<file path="config.mk">
export PLATFORM = sky130hd
export DESIGN_NAME = tone_sequencer_flat
export DESIGN_NICKNAME = d
export VERILOG_FILES = /design/src/rtl/tone_sequencer_if.sv /design/src/rtl/tone_sequencer.sv /design/src/flat_wrapper.sv
export SDC_FILE = /design/constraint.sdc
export NUM_CORES = 1
export LEC_CHECK = 0
export ABC_CLOCK_PERIOD_IN_PS = 4650
export CAP_MARGIN = 20
export CORE_UTILIZATION = 45
export CTS_CLUSTER_DIAMETER = 30
export DETAILED_ROUTE_END_ITERATION = 10
export GPL_TIMING_DRIVEN = 0
export PLACE_DENSITY = 0.65
export SYNTH_ARGS = -nofsm -noshare
export SYNTH_HDL_FRONTEND = slang
export SYNTH_SLANG_ARGS = --single-unit
export TNS_END_PERCENT = 5
</file>
<file path="constraint.sdc">
create_clock -name inclk -period 4.65 [get_ports inclk]
set_input_delay 1.395 -clock inclk [delete_from_list [all_inputs] [get_ports inclk]]
set_output_delay 1.395 -clock inclk [all_outputs]
set_load 0.01 [all_outputs]
</file>
<file path="src/rtl/tone_sequencer_if.sv">
// Control and status bundle between the user-input block and the tone sequencer.
// The master side (switch/key logic) drives playback control and step-memory
// writes; the slave side (the sequencer) returns the divider settings and status.
interface tone_sequencer_if;
  logic        start;
  logic        stop;
  logic        loop;
  logic [4:0]  seq_len;
  logic        wr_en;
  logic [3:0]  wr_addr;
  logic [3:0]  wr_data;
  logic [31:0] div_clk_count;
  logic        tone_en;
  logic        busy;
  logic        done;
  logic [3:0]  step_idx;

  modport master (
    output start, stop, loop, seq_len, wr_en, wr_addr, wr_data,
    input  div_clk_count, tone_en, busy, done, step_idx
  );

  modport slave (
    input  start, stop, loop, seq_len, wr_en, wr_addr, wr_data,
    output div_clk_count, tone_en, busy, done, step_idx
  );
endinterface

</file>
<file path="src/rtl/tone_sequencer.sv">
// Tone sequencer: steps through up to 16 programmed notes/rests, holding each
// for NOTE_TICKS cycles followed by GAP_TICKS silent cycles, and drives the
// divide count and enable of the downstream audio clock divider.
module tone_sequencer #(
  parameter int unsigned CLK_HZ     = 50_000_000,
  parameter int unsigned NOTE_TICKS = 25_000_000,
  parameter int unsigned GAP_TICKS  = 2_500_000
) (
  input logic              inclk,
  input logic              Reset,
  tone_sequencer_if.slave  bus
);

  typedef enum logic [1:0] {
    S_IDLE,
    S_NOTE,
    S_GAP
  } state_t;

  // What the output stage must do on the coming edge.
  typedef enum logic [2:0] {
    ACT_HOLD,   // keep outputs, done low
    ACT_LOAD,   // load the entry at the next step index and mark busy
    ACT_MUTE,   // tone finished, gap begins
    ACT_DONE,   // normal completion (or empty sequence)
    ACT_ABORT   // stopped by the user
  } action_t;

  localparam logic [31:0] NOTE_LAST = 32'(NOTE_TICKS - 1);
  localparam logic [31:0] GAP_LAST  = (GAP_TICKS == 0) ? 32'd0 : 32'(GAP_TICKS - 1);
  localparam bit          HAS_GAP   = (GAP_TICKS != 0);
  localparam logic [4:0]  MAX_LEN   = 5'd16;

  // Half-period divide count for each note code (Do..Do'), truncated.
  function automatic logic [31:0] note_div(input logic [2:0] code);
    case (code)
      3'd0:    note_div = 32'(CLK_HZ / (2 * 523));
      3'd1:    note_div = 32'(CLK_HZ / (2 * 587));
      3'd2:    note_div = 32'(CLK_HZ / (2 * 659));
      3'd3:    note_div = 32'(CLK_HZ / (2 * 698));
      3'd4:    note_div = 32'(CLK_HZ / (2 * 783));
      3'd5:    note_div = 32'(CLK_HZ / (2 * 880));
      3'd6:    note_div = 32'(CLK_HZ / (2 * 987));
      default: note_div = 32'(CLK_HZ / (2 * 1046));
    endcase
  endfunction

  // Registered state and outputs
  state_t      r_state;
  logic [31:0] r_tick;
  logic [3:0]  r_step;
  logic [4:0]  r_len;
  logic [31:0] r_div;
  logic        r_tone;
  logic        r_busy;
  logic        r_done;
  logic [3:0]  r_mem [16];

  // Next-state / next-output values
  state_t      w_state_nxt;
  logic [31:0] w_tick_nxt;
  logic [3:0]  w_step_nxt;
  logic [4:0]  w_len_nxt;
  action_t     w_act;
  logic [31:0] w_div_nxt;
  logic        w_tone_nxt;
  logic        w_busy_nxt;
  logic        w_done_nxt;

  // Decoded helpers
  logic [4:0]  w_len_clamped;
  logic        w_last_step;
  logic        w_note_end;
  logic        w_step_end;
  logic        w_wr_commit;
  logic [3:0]  w_entry;

  assign w_len_clamped = (bus.seq_len > MAX_LEN) ? MAX_LEN : bus.seq_len;
  assign w_last_step   = ({1'b0, r_step} + 5'd1) >= r_len;
  assign w_note_end    = (r_state == S_NOTE) && (r_tick == NOTE_LAST);
  // With no gap configured, the end of the tone is also the end of the step.
  assign w_step_end    = (w_note_end && !HAS_GAP) ||
                         ((r_state == S_GAP) && (r_tick == GAP_LAST));
  // Programming is only allowed while idle and not being told to start.
  assign w_wr_commit   = (r_state == S_IDLE) && bus.wr_en && !bus.start;
  // Entry that an ACT_LOAD will play: the step index being moved to.
  assign w_entry       = r_mem[w_step_nxt];

  // State register: sequencing state, tick counter and all registered outputs.
  // NOTE: sequential state uses non-blocking assignments so every flop samples
  // the pre-edge values regardless of statement order.
  always_ff @(posedge inclk or negedge Reset) begin
    if (!Reset) begin
      r_state <= S_IDLE;
      r_tick  <= '0;
      r_step  <= '0;
      r_len   <= '0;
      r_div   <= '0;
      r_tone  <= 1'b0;
      r_busy  <= 1'b0;
      r_done  <= 1'b0;
    end else begin
      r_state <= w_state_nxt;
      r_tick  <= w_tick_nxt;
      r_step  <= w_step_nxt;
      r_len   <= w_len_nxt;
      r_div   <= w_div_nxt;
      r_tone  <= w_tone_nxt;
      r_busy  <= w_busy_nxt;
      r_done  <= w_done_nxt;
    end
  end

  // Step memory: 16 x {rest, code}, written from the user side while idle.
  // NOTE: the step memory is built from flops with an async clear because a
  // reset must leave every step reading as code 0; a RAM could not do that.
  always_ff @(posedge inclk or negedge Reset) begin
    if (!Reset) begin
      for (int i = 0; i < 16; i++) r_mem[i] <= '0;
    end else if (w_wr_commit) begin
      r_mem[bus.wr_addr] <= bus.wr_data;
    end
  end

  // Next-state logic: state transitions, tick/step bookkeeping and the action
  // handed to the output stage.
  // NOTE: every signal gets a default at the top of the block so no path can
  // leave it unassigned and infer a latch.
  always_comb begin
    w_state_nxt = r_state;
    w_tick_nxt  = r_tick + 32'd1;
    w_step_nxt  = r_step;
    w_len_nxt   = r_len;
    w_act       = ACT_HOLD;

    case (r_state)
      S_IDLE: begin
        w_tick_nxt = '0;
        if (bus.start) begin
          if (w_len_clamped != 5'd0) begin
            w_state_nxt = S_NOTE;
            w_step_nxt  = '0;
            w_len_nxt   = w_len_clamped;
            w_act       = ACT_LOAD;
          end else begin
            w_act = ACT_DONE;
          end
        end
      end

      S_NOTE, S_GAP: begin
        if (bus.stop) begin
          // Stop outranks both step advance and completion.
          w_state_nxt = S_IDLE;
          w_tick_nxt  = '0;
          w_step_nxt  = '0;
          w_act       = ACT_ABORT;
        end else if (w_step_end) begin
          w_tick_nxt = '0;
          if (!w_last_step) begin
            w_state_nxt = S_NOTE;
            w_step_nxt  = r_step + 4'd1;
            w_act       = ACT_LOAD;
          end else if (bus.loop) begin
            w_state_nxt = S_NOTE;
            w_step_nxt  = '0;
            w_act       = ACT_LOAD;
          end else begin
            // step_idx keeps pointing at the last step played.
            w_state_nxt = S_IDLE;
            w_act       = ACT_DONE;
          end
        end else if (w_note_end) begin
          w_state_nxt = S_GAP;
          w_tick_nxt  = '0;
          w_act       = ACT_MUTE;
        end
      end

      default: begin
        w_state_nxt = S_IDLE;
        w_tick_nxt  = '0;
      end
    endcase
  end

  // Output logic: translate the chosen action into next output values.
  // A rest leaves the divide count untouched so the divider does not glitch.
  always_comb begin
    w_div_nxt  = r_div;
    w_tone_nxt = r_tone;
    w_busy_nxt = r_busy;
    w_done_nxt = 1'b0;

    case (w_act)
      ACT_LOAD: begin
        w_busy_nxt = 1'b1;
        if (!w_entry[3]) begin
          w_div_nxt  = note_div(w_entry[2:0]);
          w_tone_nxt = 1'b1;
        end else begin
          w_tone_nxt = 1'b0;
        end
      end
      ACT_MUTE: begin
        w_tone_nxt = 1'b0;
      end
      ACT_DONE: begin
        w_tone_nxt = 1'b0;
        w_busy_nxt = 1'b0;
        w_done_nxt = 1'b1;
      end
      ACT_ABORT: begin
        w_tone_nxt = 1'b0;
        w_busy_nxt = 1'b0;
      end
      default: ;
    endcase
  end

  assign bus.div_clk_count = r_div;
  assign bus.tone_en       = r_tone;
  assign bus.busy          = r_busy;
  assign bus.done          = r_done;
  assign bus.step_idx      = r_step;

endmodule

</file>
<file path="src/flat_wrapper.sv">
// flat-port wrapper written by rule: the top's interface ports become plain ports
module tone_sequencer_flat 
#(
  parameter int unsigned CLK_HZ     = 50_000_000,
  parameter int unsigned NOTE_TICKS = 25_000_000,
  parameter int unsigned GAP_TICKS  = 2_500_000
)
  (inclk, Reset, bus_start, bus_stop, bus_loop, bus_seq_len, bus_wr_en, bus_wr_addr, bus_wr_data, bus_div_clk_count, bus_tone_en, bus_busy, bus_done, bus_step_idx);
  tone_sequencer_if bus_i ();
  input logic inclk;
  input logic Reset;
  input wire logic [$bits(bus_i.start)-1:0] bus_start;
  input wire logic [$bits(bus_i.stop)-1:0] bus_stop;
  input wire logic [$bits(bus_i.loop)-1:0] bus_loop;
  input wire logic [$bits(bus_i.seq_len)-1:0] bus_seq_len;
  input wire logic [$bits(bus_i.wr_en)-1:0] bus_wr_en;
  input wire logic [$bits(bus_i.wr_addr)-1:0] bus_wr_addr;
  input wire logic [$bits(bus_i.wr_data)-1:0] bus_wr_data;
  output wire logic [$bits(bus_i.div_clk_count)-1:0] bus_div_clk_count;
  output wire logic [$bits(bus_i.tone_en)-1:0] bus_tone_en;
  output wire logic [$bits(bus_i.busy)-1:0] bus_busy;
  output wire logic [$bits(bus_i.done)-1:0] bus_done;
  output wire logic [$bits(bus_i.step_idx)-1:0] bus_step_idx;
  assign bus_i.start = bus_start;
  assign bus_i.stop = bus_stop;
  assign bus_i.loop = bus_loop;
  assign bus_i.seq_len = bus_seq_len;
  assign bus_i.wr_en = bus_wr_en;
  assign bus_i.wr_addr = bus_wr_addr;
  assign bus_i.wr_data = bus_wr_data;
  assign bus_div_clk_count = bus_i.div_clk_count;
  assign bus_tone_en = bus_i.tone_en;
  assign bus_busy = bus_i.busy;
  assign bus_done = bus_i.done;
  assign bus_step_idx = bus_i.step_idx;
  tone_sequencer #(.CLK_HZ(CLK_HZ), .NOTE_TICKS(NOTE_TICKS), .GAP_TICKS(GAP_TICKS)) u_core (.inclk(inclk), .Reset(Reset), .bus(bus_i));
endmodule
</file>
## After elaboration in Yosys (flattened, before gate mapping)

Index checks and enable logic that the tools add are counted.

| word-level totals | value |
|---|---|
| bits in registers | 142 |
| output and inout bits | 39 |
| logic and storage cells | 108 |
| latch bits | 0 |
| bits in writable memories | 0 |
| memories | 0 |
| bits in read-only memories | 0 |

| cells by class | value |
|---|---|
| reduce and logical (&&, ||, !) cells | 17 |
| $mul | 0 |
| div/mod/pow operators | 0 |
| bitwise operators | 3 |
| mux-type cells | 39 |
| magnitude comparators | 5 |
| shift operators | 0 |
| add/subtract/negate cells | 3 |
| equal/unequal tests | 17 |

Operator list:

| operator | count |
|---|---|
| $mux 32 | 4 |
| $pmux 16 s7 | 1 |
| $bwmux 64 | 1 |
| $mux 4 | 9 |
| $add 32x1->32 const B | 1 |
| $eq 32x22->1 const B | 1 |
| $eq 32x25->1 const B | 1 |
| $mux 2 | 9 |
| $bmux 4 s4 | 1 |
| $demux 4 s4 | 1 |
| $eq 3x2->1 const B | 4 |
| $eq 3x3->1 const B | 4 |
| $mux 3 | 4 |
| $ge 5x5->1 const B | 2 |
| $not 4->5 | 2 |
| $pmux 4 s2 | 1 |
| $eq 3x1->1 const B | 2 |
| $pmux 3 s2 | 1 |
| $reduce_and 3->1 | 2 |
| $add 4x1->5 const B | 1 |
| $ge 5x5->1 | 1 |
| $gt 5x5->1 const B | 1 |
| $logic_and 1x1->1 | 5 |
| $lt 5x1->1 const B | 1 |
| other kinds (18) | 24 |

## Depth between registers and ports, before layout

Gate-level depths: netlist of the first run.

| depth | value |
|---|---|
| word-level depth | 12 |
| mapped depth | 19 |
| mapped depth without buffers | 16 |

## Worst setup path before layout of the first run

OpenSTA, ideal clock, no wires.

| timing | value |
|---|---|
| kind | input to register |
| start point | in bus_seq_len[0] |
| end point | reg u_core.r_div[7], in the netlist u_core.bus.div_clk_count[7] |
| setup time | 0.125 ns |
| data arrival time | 4.093 ns |
| stages on the path | 13 |
| slack | 0.432 ns |
| required time | 4.525 ns |
| cell sequence | nor3_1 -> a311oi_2 -> and2_1 -> a41oi_2 -> nand2_4 -> inv_8 -> buf_12 -> mux2i_1 -> a2111oi_0 -> or4_4 -> xnor2_2 -> mux2i_1 -> mux2_4 |

| on the way | value |
|---|---|
| word-level cells in the longest chain between the ends | 12 |

Ends and longest elaborated chain:

| item | RTL line | source |
|---|---|---|
| from (decl) | flat_wrapper.sv:15 | `input wire logic [$bits(bus_i.seq_len)-1:0] bus_seq_len;` |
| $gt 5x5->1 | tone_sequencer.sv:78 | `assign w_len_clamped = (bus.seq_len > MAX_LEN) ? MAX_LEN : bus.seq_len;` |
| $mux 5 * | tone_sequencer.sv:78 |  |
| $reduce_bool 5->1 * | tone_sequencer.sv:140 | `if (w_len_clamped != 5'd0) begin` |
| $mux 4 | tone_sequencer.sv:140 |  |
| $mux 4 | tone_sequencer.sv:139 | `if (bus.start) begin` |
| $pmux 4 s2 | tone_sequencer.sv:136 | `case (r_state)` |
| $not 4->5 (implied by the code) | tone_sequencer.sv:87 | `assign w_entry = r_mem[w_step_nxt];` |
| $bmux 4 s4 | tone_sequencer.sv:87 |  |
| $mux 4 (implied by the code) (2 in series) | tone_sequencer.sv:87 |  |
| $eq 3x3->1 (tied with other cells) | tone_sequencer.sv:36 | `case (code)` |
| $pmux 16 s7 / $reduce_and 2->1 (equally long branches) | - |  |
| to (signal assigned) | tone_sequencer.sv:107 | `r_div <= w_div_nxt;` |
| to (decl) | tone_sequencer.sv:53 | `logic [31:0] r_div;` |

Every way passes the cells marked *; elsewhere a longest branch is shown, timed or not. The select of a mux whose other input is x is not followed.
A chain may end at the register's enable or synchronous reset.

## Final worst setup path of the first run

| timing | value |
|---|---|
| start point | in bus_seq_len[4] |
| end point | reg u_core.r_div[7], in the netlist u_core.bus.div_clk_count[7] |

Same word-level chain as after synthesis.

==> metrics.md, run 1 <==
| Metric | Value |
|---|---|
| Status | finished clean |
| VDD IR max | 274 uV |
| FF-to-FF End | u_core.bus.div_clk_count[7]$_DFFE_PN0P_ |
| I/O Pins | 58 |
| Wire length on met2 | 7200 um |
| Total track usage | 21.8% |
| Root Buffer | clkbuf_16 |
| Layout cells sized above 1 | 24.2% |
| Final Cell Area | slightly above 8000 um^2 |
| Worst R2R Path Depth | 17 |
| FF-to-FF Start | u_core.bus.step_idx[0]$_DFF_PN0_ |
| Sw frac | 30.6% |
| Worst slew margin | 55.6% |
| Drt pass-1 iters | 4 |
| Hpwl dp | 10600 um |
| Slew Limit Fails | 0 |
| Total CTS buffers | 17 |
| Most common cell after layout, fill and taps aside | dfrtp_1 |
| Arrival time at the worst endpoint | 4.86 ns |
| Synth Warn # | 0 |
| Layout overhead on the synthesized area | 22.0% |
| Clk slew on worst S/H paths | 0.05 ns |
| Max-cap violations | 0 |
| Final min period | 4.56 ns |
| IO buf count | 38 |
| Wire length on met1 | roughly 7000 um |
| Pwr Density | 485 nW/um^2 |
| Aggregate routed wire length | between 15000 and 20000 um |
| Vias in the first global route | 4895 |
| Synth Register Bits | about 130 |
| DRC Markers | 0 |
| EDFF count, synth | 0 |
| RSZ-0062 raised after global routing | false |
| Initial antenna violation count | 0 |
| Worst-Skew Late Latency | between 0.4 and 0.5 ns |
| # nets final | 723 |
| Final design utilization | between 50% and 60% |
| Asr flop ratio synth | 100% |
| Diodes inserted | 0 |
| Uppermost layer routed | met4 |
| CP startpoint kind | input pin |
| Worst Tran Pin Value | 0.661 ns |
| Clock Power Share | 34.2% |
| Min-delay worst type | flop to flop |
| CTS tree | built |
| Die area | about 15000 um^2 |
| Std cell rows | 43 |
| Final Hold Viols | 0 |
| CTS sink count | between 100 and 150 |
| Routed wl met3 | 701 um |
| CTS Buffer Depth | 2 |
| First-pass GRT wire length | 24900 um |
| Grt ovf | 0 |
| Largest net degree at the start of global routing | 95 |
| Crit Path Max Fanout | 10 |
| Beginning of the critical path | bus_seq_len[4] |
| Critical Path Sink Type | flop |
| Final setup viols | 0 |
| Starting Density | 46.8% |
| Die Ht | 123 um |
| Maximum clock rate | between 200 and 250 MHz |
| P_int | 2.71 mW |
| Post-synthesis sequential area ratio | 47.4% |
| Core footprint | between 10000 and 15000 um^2 |
| Vias | 4897 |
| Comb pwr share | 27.7% |
| Width of the die | ~120 um |
| Switch Pwr | approximately 1.2 mW |
| Worst Setup EP | u_core.bus.div_clk_count[7]$_DFFE_PN0P_ |
| Hold Crit Depth | 1 |
| Final setup TNS | 0 ns |
| Post-route ant nets | 0 |
| Hold_ws | between 0.4 and 0.5 ns |
| R2r setup slk | 0.32 ns |
| Drt wl/cell | 17.1 um |
| Tot Pwr | 3.90 mW |
| CTS H-Tree Depth | 4 |
| Vias/cell | 5.53 |
| Dpl cell area | 7290 um^2 |
| Share of power burned in registers | a little under two fifths |
| Clock Skews | 0.00831 ns |
| First DRT Iteration DRCs | 292 |
| Lkg Pwr | 3.52 nW |
| Routability congestion estimate | 0.872 |
| Most used DFF post-synth | dfrtp_1 |
| Crit path required time | around 5.0 ns |
| Post-Syn Area per Cell | 10.8 um^2 |
| Synth Cell Area | 6600 um^2 |
| Yosys cell types | 73 |
| Worst setup path class | input pin to flop |
| Syn Inst Count | a little over 600 |
| Most frequent cells in the layout | dfrtp_1, mux2_2, nor2_1 |
| Fin crit share | between 90% and 100% |
## cell usage after synthesis, types with 3 or more instances
| master | count | area [um^2] |
|---|---|---|
| a221oi_1 | 4 | 35.0 |
| mux2_2 | 68 | 766 |
| mux2i_1 | 18 | 180 |
| buf_4 | 19 | 143 |
| a21boi_0 | 7 | 52.6 |
| o22ai_1 | 4 | 25.0 |
| o31ai_1 | 4 | 30.0 |
| o21ai_1 | 4 | 20.0 |
| xnor2_1 | 10 | 87.6 |
| nand2b_1 | 11 | 68.8 |
| or3_1 | 4 | 25.0 |
| nor3_1 | 10 | 50.1 |
| o21ai_0 | 4 | 20.0 |
| clkbuf_1 | 11 | 41.3 |
| nor2b_1 | 8 | 50.1 |
| buf_6 | 4 | 45.0 |
| dfrtp_1 | 125 | 3130 |
| a2111oi_0 | 5 | 43.8 |
| a211oi_1 | 7 | 52.6 |
| a31o_1 | 3 | 26.3 |
| xor2_1 | 20 | 175 |
| inv_1 | 18 | 67.6 |
| inv_2 | 3 | 11.3 |
| nand2_1 | 56 | 210 |
| a31oi_1 | 6 | 37.5 |
| nand3_1 | 20 | 100 |
| nor4_1 | 3 | 18.8 |
| nand4_1 | 9 | 56.3 |
| ha_1 | 11 | 138 |
| and3_1 | 7 | 43.8 |
| nor2_1 | 58 | 218 |
| a21oi_1 | 15 | 75.1 |
| and4_1 | 3 | 26.3 |
## layer usage
layer | vias to the layer above | global-route usage (%)
li1 | 2302 | -
met1 | 2450 | 28.9
met2 | 121 | 34.3
met3 | 24 | 5.26
met4 | 0 | 8.81
met5 | - | 0
## per-stage QoR
step / cells / setup slack [ns]
CTS: 886 / 0.0899
detailed placement: 844 / -0.866
floorplan: 625 / 0.432
global placement: 843 / -2.69
global route: 886 / 0.00390
finish: 886 / 0.0925
## kinds of logic (layout without fill, tap and decap cells)
logic type	after synthesis	in the layout	synth area share [%]
buf+inv	60	141	5.52
simple gates	209	209	16.0
fa+ha+maj	11	11	2.09
xor+xnor	31	31	4.23
other cells	1	17	0.0568
compound gates	85	85	10.1
flops	125	125	47.4
mux	87	87	14.6
## power by group through the flow
| stage | clock network, mW | registers (mW) | logic (mW) |
|---|---|---|---|
| finish | 1.33 | 1.49 | 1.08 |
| global route | 1.41 | 1.52 | 1.18 |
| floorplan | 0 | 1.49 | 0.647 |
| detailed placement | 0 | 1.50 | 0.994 |
| CTS | 1.36 | 1.49 | 1.06 |
| global placement | 0 | 1.49 | 0.962 |
## worst max-delay path: stages
cell,delay [ns]
clkdlybuf4s50_1,0.52
nor2_1,0.27
a311oi_4,0.14
and2_4,0.19
a41oi_4,0.24
nand2_4,0.11
inv_8,0.13
buf_12,0.16
mux2i_1,0.33
a2111oi_0,0.16
or4_4,0.61
xnor2_2,0.22
mux2i_1,0.11
mux2_4,0.26
## worst min-delay path by stage
stage	end	from
3_5_place_dp	u_core.r_len[1]$_DFFE_PN0P_	u_core.r_len[1]$_DFFE_PN0P_
6_report	u_core.r_tick[0]$_DFF_PN0_	u_core.r_tick[0]$_DFF_PN0_
4_1_cts	u_core.r_tick[0]$_DFF_PN0_	u_core.r_tick[0]$_DFF_PN0_
5_1_grt	u_core.r_mem[21]$_DFFE_PN0P_	u_core.r_mem[21]$_DFFE_PN0P_
3_3_place_gp	u_core.r_len[1]$_DFFE_PN0P_	u_core.r_len[1]$_DFFE_PN0P_
2_1_floorplan	u_core.r_len[1]$_DFFE_PN0P_	u_core.r_len[1]$_DFFE_PN0P_
## layout make-up
class / instances / area [um^2]
clock buffer: 20 / 467
tap: 180 / 225
clock inverter: 12 / 136
inverter: 22 / 90.1
sequential: 125 / 3130
buffer: 38 / 274
multi-input combinational: 440 / 3230
fill: 1204 / 6040
timing repair buffer: 49 / 499
## flip-flops by register name (all words and copies together), names as in the netlist
| signal | flops |
|---|---|
| u_core.bus.busy | 1 |
| u_core.bus.div_clk_count | 15 |
| u_core.r_state | 2 |
| u_core.bus.step_idx | 4 |
| u_core.bus.tone_en | 1 |
| u_core.r_tick | 32 |
| u_core.r_mem | 64 |
| u_core.r_len | 5 |
| u_core.bus.done | 1 |
## what timing repair did
| action | CTS | global route |
|---|---|---|
| hold buffers | 0 | 0 |
| setup endpoints to repair | 16 | 10 |
| resized for setup | 6 | 8 |
| pin swaps | 5 | 1 |
| setup buffers | 10 | 0 |
Note: power is estimated with default switching activity, not from simulation.
==> run 2, diff against run 1 <==
--- a/config.mk
+++ b/config.mk
@@ -7,11 +7,12 @@
 export LEC_CHECK = 0
 export ABC_CLOCK_PERIOD_IN_PS = 4650
 export CAP_MARGIN = 20
-export CORE_UTILIZATION = 45
+export CORE_UTILIZATION = 58
 export CTS_CLUSTER_DIAMETER = 30
 export DETAILED_ROUTE_END_ITERATION = 10
 export GPL_TIMING_DRIVEN = 0
-export PLACE_DENSITY = 0.65
+export PLACE_DENSITY = 0.8
+export SETUP_SLACK_MARGIN = 0.3
 export SYNTH_ARGS = -nofsm -noshare
 export SYNTH_HDL_FRONTEND = slang
 export SYNTH_SLANG_ARGS = --single-unit
==> run 2 against run 1 <==
Sequential power barely moved. Critical path depth did not move. Clock skew rose by 0.0031 ns. Count of clock-buffer cells in the layout rose by 1. Global-route usage rose by 5.3 points. Via count rose by 2.8%. Non-clock buffer count rose by 12. Final area rose by 1.3%. Register-to-register slack improved by 0.19 ns. First-iteration DRC count rose by 14%. Critical endpoint unchanged.
==> metrics.md, run 2 (synthesized netlist as in run 1, its figures left out) <==
| Metric | Value |
|---|---|
| Grt ovf | 0 (unchanged) |
| Worst slew margin | 44.3% (-11 points) |
| Hold_ws | 0.486 ns (-0.00324 ns) |
| CP startpoint kind | input pin |
| Hold buffers post-CTS | 0 (unchanged) |
| I/O Pins | 58 (unchanged) |
| # nets final | 735 (+1.7%) |
| Std cell rows | 38 (-12%) |
| Width of the die | 109 um (-12%) |
| Crit path required time | 4.95 ns (about the same) |
| Pwr Density | 483 nW/um^2 (-0.27%) |
| Status | finished clean |
| Total CTS buffers | 17 (unchanged) |
| Largest Register | u_core.r_mem |
| Min-delay worst type | flop to flop |
| Cell chain of the critical path | clkdlybuf4s50_1 > nor2_4 > a311oi_4 > buf_4 > a41oi_4 > nand2_4 > inv_8 > a211oi_2 > a2111oi_1 > or4_1 > buf_2 > xnor2_2 > mux2i_1 > mux2_4 |
| Most frequent cells in the layout | dfrtp_1, mux2_2, nor2_1 |
| Share of power burned in registers | 37.8% (-0.3 points) |
| Max-cap violations | 0 (unchanged) |
| Worst-Skew Late Latency | 0.43 ns (about the same) |
| Vias | 5032 (+2.8%) |
| Final design utilization | 74.3% (+17 points) |
| Vias/cell | 5.86 (+6.1%) |
| Clock Skews | 0.0114 ns (+0.00306 ns) |
| Maximum clock rate | 233 MHz (+6.3%) |
| Root Buffer | clkbuf_16 |
| CTS tree | built |
| Worst setup path class | input pin to flop |
| Slew Limit Fails | 0 (unchanged) |
| DRC Markers | 0 (unchanged) |
| Core footprint | 11000 um^2 (-22%) |
| Hpwl dp | 9940 um (-6.5%) |
| Clk slew on worst S/H paths | 0.05 ns (about the same) |
| Largest net degree at the start of global routing | 66 (-31%) |
| First-pass GRT wire length | 24000 um (-3.4%) |
| Final setup viols | 0 (unchanged) |
| Switch Pwr | 1.20 mW (about the same) |
| Fin crit share | 92.2% (-5.8 points) |
| Comb pwr share | 28.5% (+0.8 points) |
| Diodes inserted | 0 (unchanged) |
| Lkg Pwr | 3.64 nW (+3.3%) |
| CTS sink count | 125 (unchanged) |
| Total track usage | 27.1% (+5.3 points) |
| Vias in the first global route | 4925 (+0.61%) |
| Starting Density | 60.1% (+13 points) |
| Final WS setup | 0.363 ns (+0.271 ns) |
| CP peak stage delay | 0.54 ns (-0.07 ns) |
| Routability congestion estimate | 0.840 (-3.7%) |
| Most common cell after layout, fill and taps aside | dfrtp_1 |
| IO buf count | 38 (unchanged) |
| Critical path's slowest cell | or4_1 |
| Layout overhead on the synthesized area | 23.6% |
| Crit Path Max Fanout | 9 (-1) |
| RSZ-0062 raised after global routing | false |
| Worst Tran Pin Value | 0.830 ns (+0.169 ns) |
| First DRT Iteration DRCs | 333 (+14%) |
| Arrival time at the worst endpoint | 4.59 ns (-0.27 ns) |
| Die Ht | 109 um (-12%) |
| Aggregate routed wire length | 14900 um (-1.9%) |
| VDD IR max | 378 uV (+38%) |
| CTS H-Tree Depth | 4 (unchanged) |
| # fillers | 687 (-43%) |
| Final setup TNS | 0 ns (unchanged) |
| CTS Buffer Depth | 2 (unchanged) |
| Critical Path Sink Type | flop |
| Initial antenna violation count | 0 (unchanged) |
| Final Hold Viols | 0 (unchanged) |
| Sw frac | 30.3% (-0.33 points) |
| Layout cells sized above 1 | 26.5% (+2.2 points) |
| Drt wl/cell | 17.3 um (+1.3%) |
| Final min period | 4.29 ns (-0.271 ns) |
| Post-route ant nets | 0 (unchanged) |
| Pre-CTS setup slack | -0.708 ns (+0.158 ns) |
| Clock Power Share | 33.6% (-0.6 points) |
| Max FFs per register | 64 (unchanged) |
| P_int | 2.75 mW (+1.5%) |
| Die area | 11800 um^2 (-22%) |
| Drt pass-1 iters | 5 (+1) |
==> run 2: final timing paths <==
kind,startpoint,endpoint,slack [ns],cells past startpoint
max,bus_seq_len[3],u_core.bus.div_clk_count[7]$_DFFE_PN0P_,0.36,14
min,u_core.bus.div_clk_count[5]$_DFFE_PN0P_,u_core.bus.div_clk_count[5]$_DFFE_PN0P_,0.49,1
max reg2reg,u_core.bus.step_idx[0]$_DFF_PN0_,u_core.bus.div_clk_count[7]$_DFFE_PN0P_,0.51,18
min reg2reg,u_core.bus.div_clk_count[5]$_DFFE_PN0P_,u_core.bus.div_clk_count[5]$_DFFE_PN0P_,0.49,1
max in group asynchronous,Reset,u_core.bus.div_clk_count[12]$_DFFE_PN0P_,2.99,2
min in group asynchronous,Reset,u_core.r_mem[8]$_DFFE_PN0P_,0.95,1
==> run 2: layout make-up <==
| class | instances | area (um^2) | share of cell area [%] |
|---|---|---|---|
| inverters | 22 | 90.1 | 1.10 |
| multi-input cells | 440 | 3290 | 40.3 |
| repair buffers | 61 | 591 | 7.24 |
| clock buffers | 21 | 470 | 5.77 |
| well taps | 140 | 175 | 2.15 |
| plain buffers | 38 | 284 | 3.48 |
| clock inverters | 11 | 130 | 1.60 |
| flip-flops and latches | 125 | 3130 | 38.3 |
==> run 2: critical path: cells and delay by family <==
family,cells,cell delay [ns]
AOI/OAI and AO/OA,4,0.85
xor gates and xnor gates,1,0.21
buffers and inverters,4,0.99
muxes,2,0.36
and+or+nand+nor,3,0.78
==> run 2: metal layers <==
| layer | share of wire [%] | up-vias | track usage [%] | routed length [um] |
|---|---|---|---|---|
| met4 | 1.9 | 0 | 9.46 | 280 |
| met5 | 0 | - | 0 | 0 |
| met2 | 48 | 188 | 42.7 | 7200 |
| li1 | - | 2328 | - | - |
| met3 | 6.1 | 26 | 8.73 | 901 |
| met1 | 44 | 2490 | 35.3 | 6470 |
==> run 2: power by group through the flow <==
stage               logic, mW  registers [mW]  clock network [mW]
finish                   1.12            1.49                1.33
global route             1.22            1.52                1.40
CTS                      1.08            1.49                1.35
detailed placement      0.976            1.50                   0
global placement        0.942            1.49                   0
floorplan               0.647            1.49                   0
==> run 2: timing repair <==
action | in CTS | in global routing
resized for setup | 16 | 20
endpoints found under the setup margin | 16 | 16
pin swaps | 9 | 9
endpoints found under the hold margin | 0 | 0
setup buffers | 16 | 6
==> run 2: per-stage QoR <==
stage | power [mW] | instances | instance area, um^2
3_5_place_dp | 2.48 | 804 | 7240
4_1_cts | 3.91 | 852 | 8040
6_report | 3.94 | 858 | 8160
5_1_grt | 4.14 | 858 | 8160
3_3_place_gp | 2.43 | 803 | 7210
2_1_floorplan | 2.14 | 625 | 6660
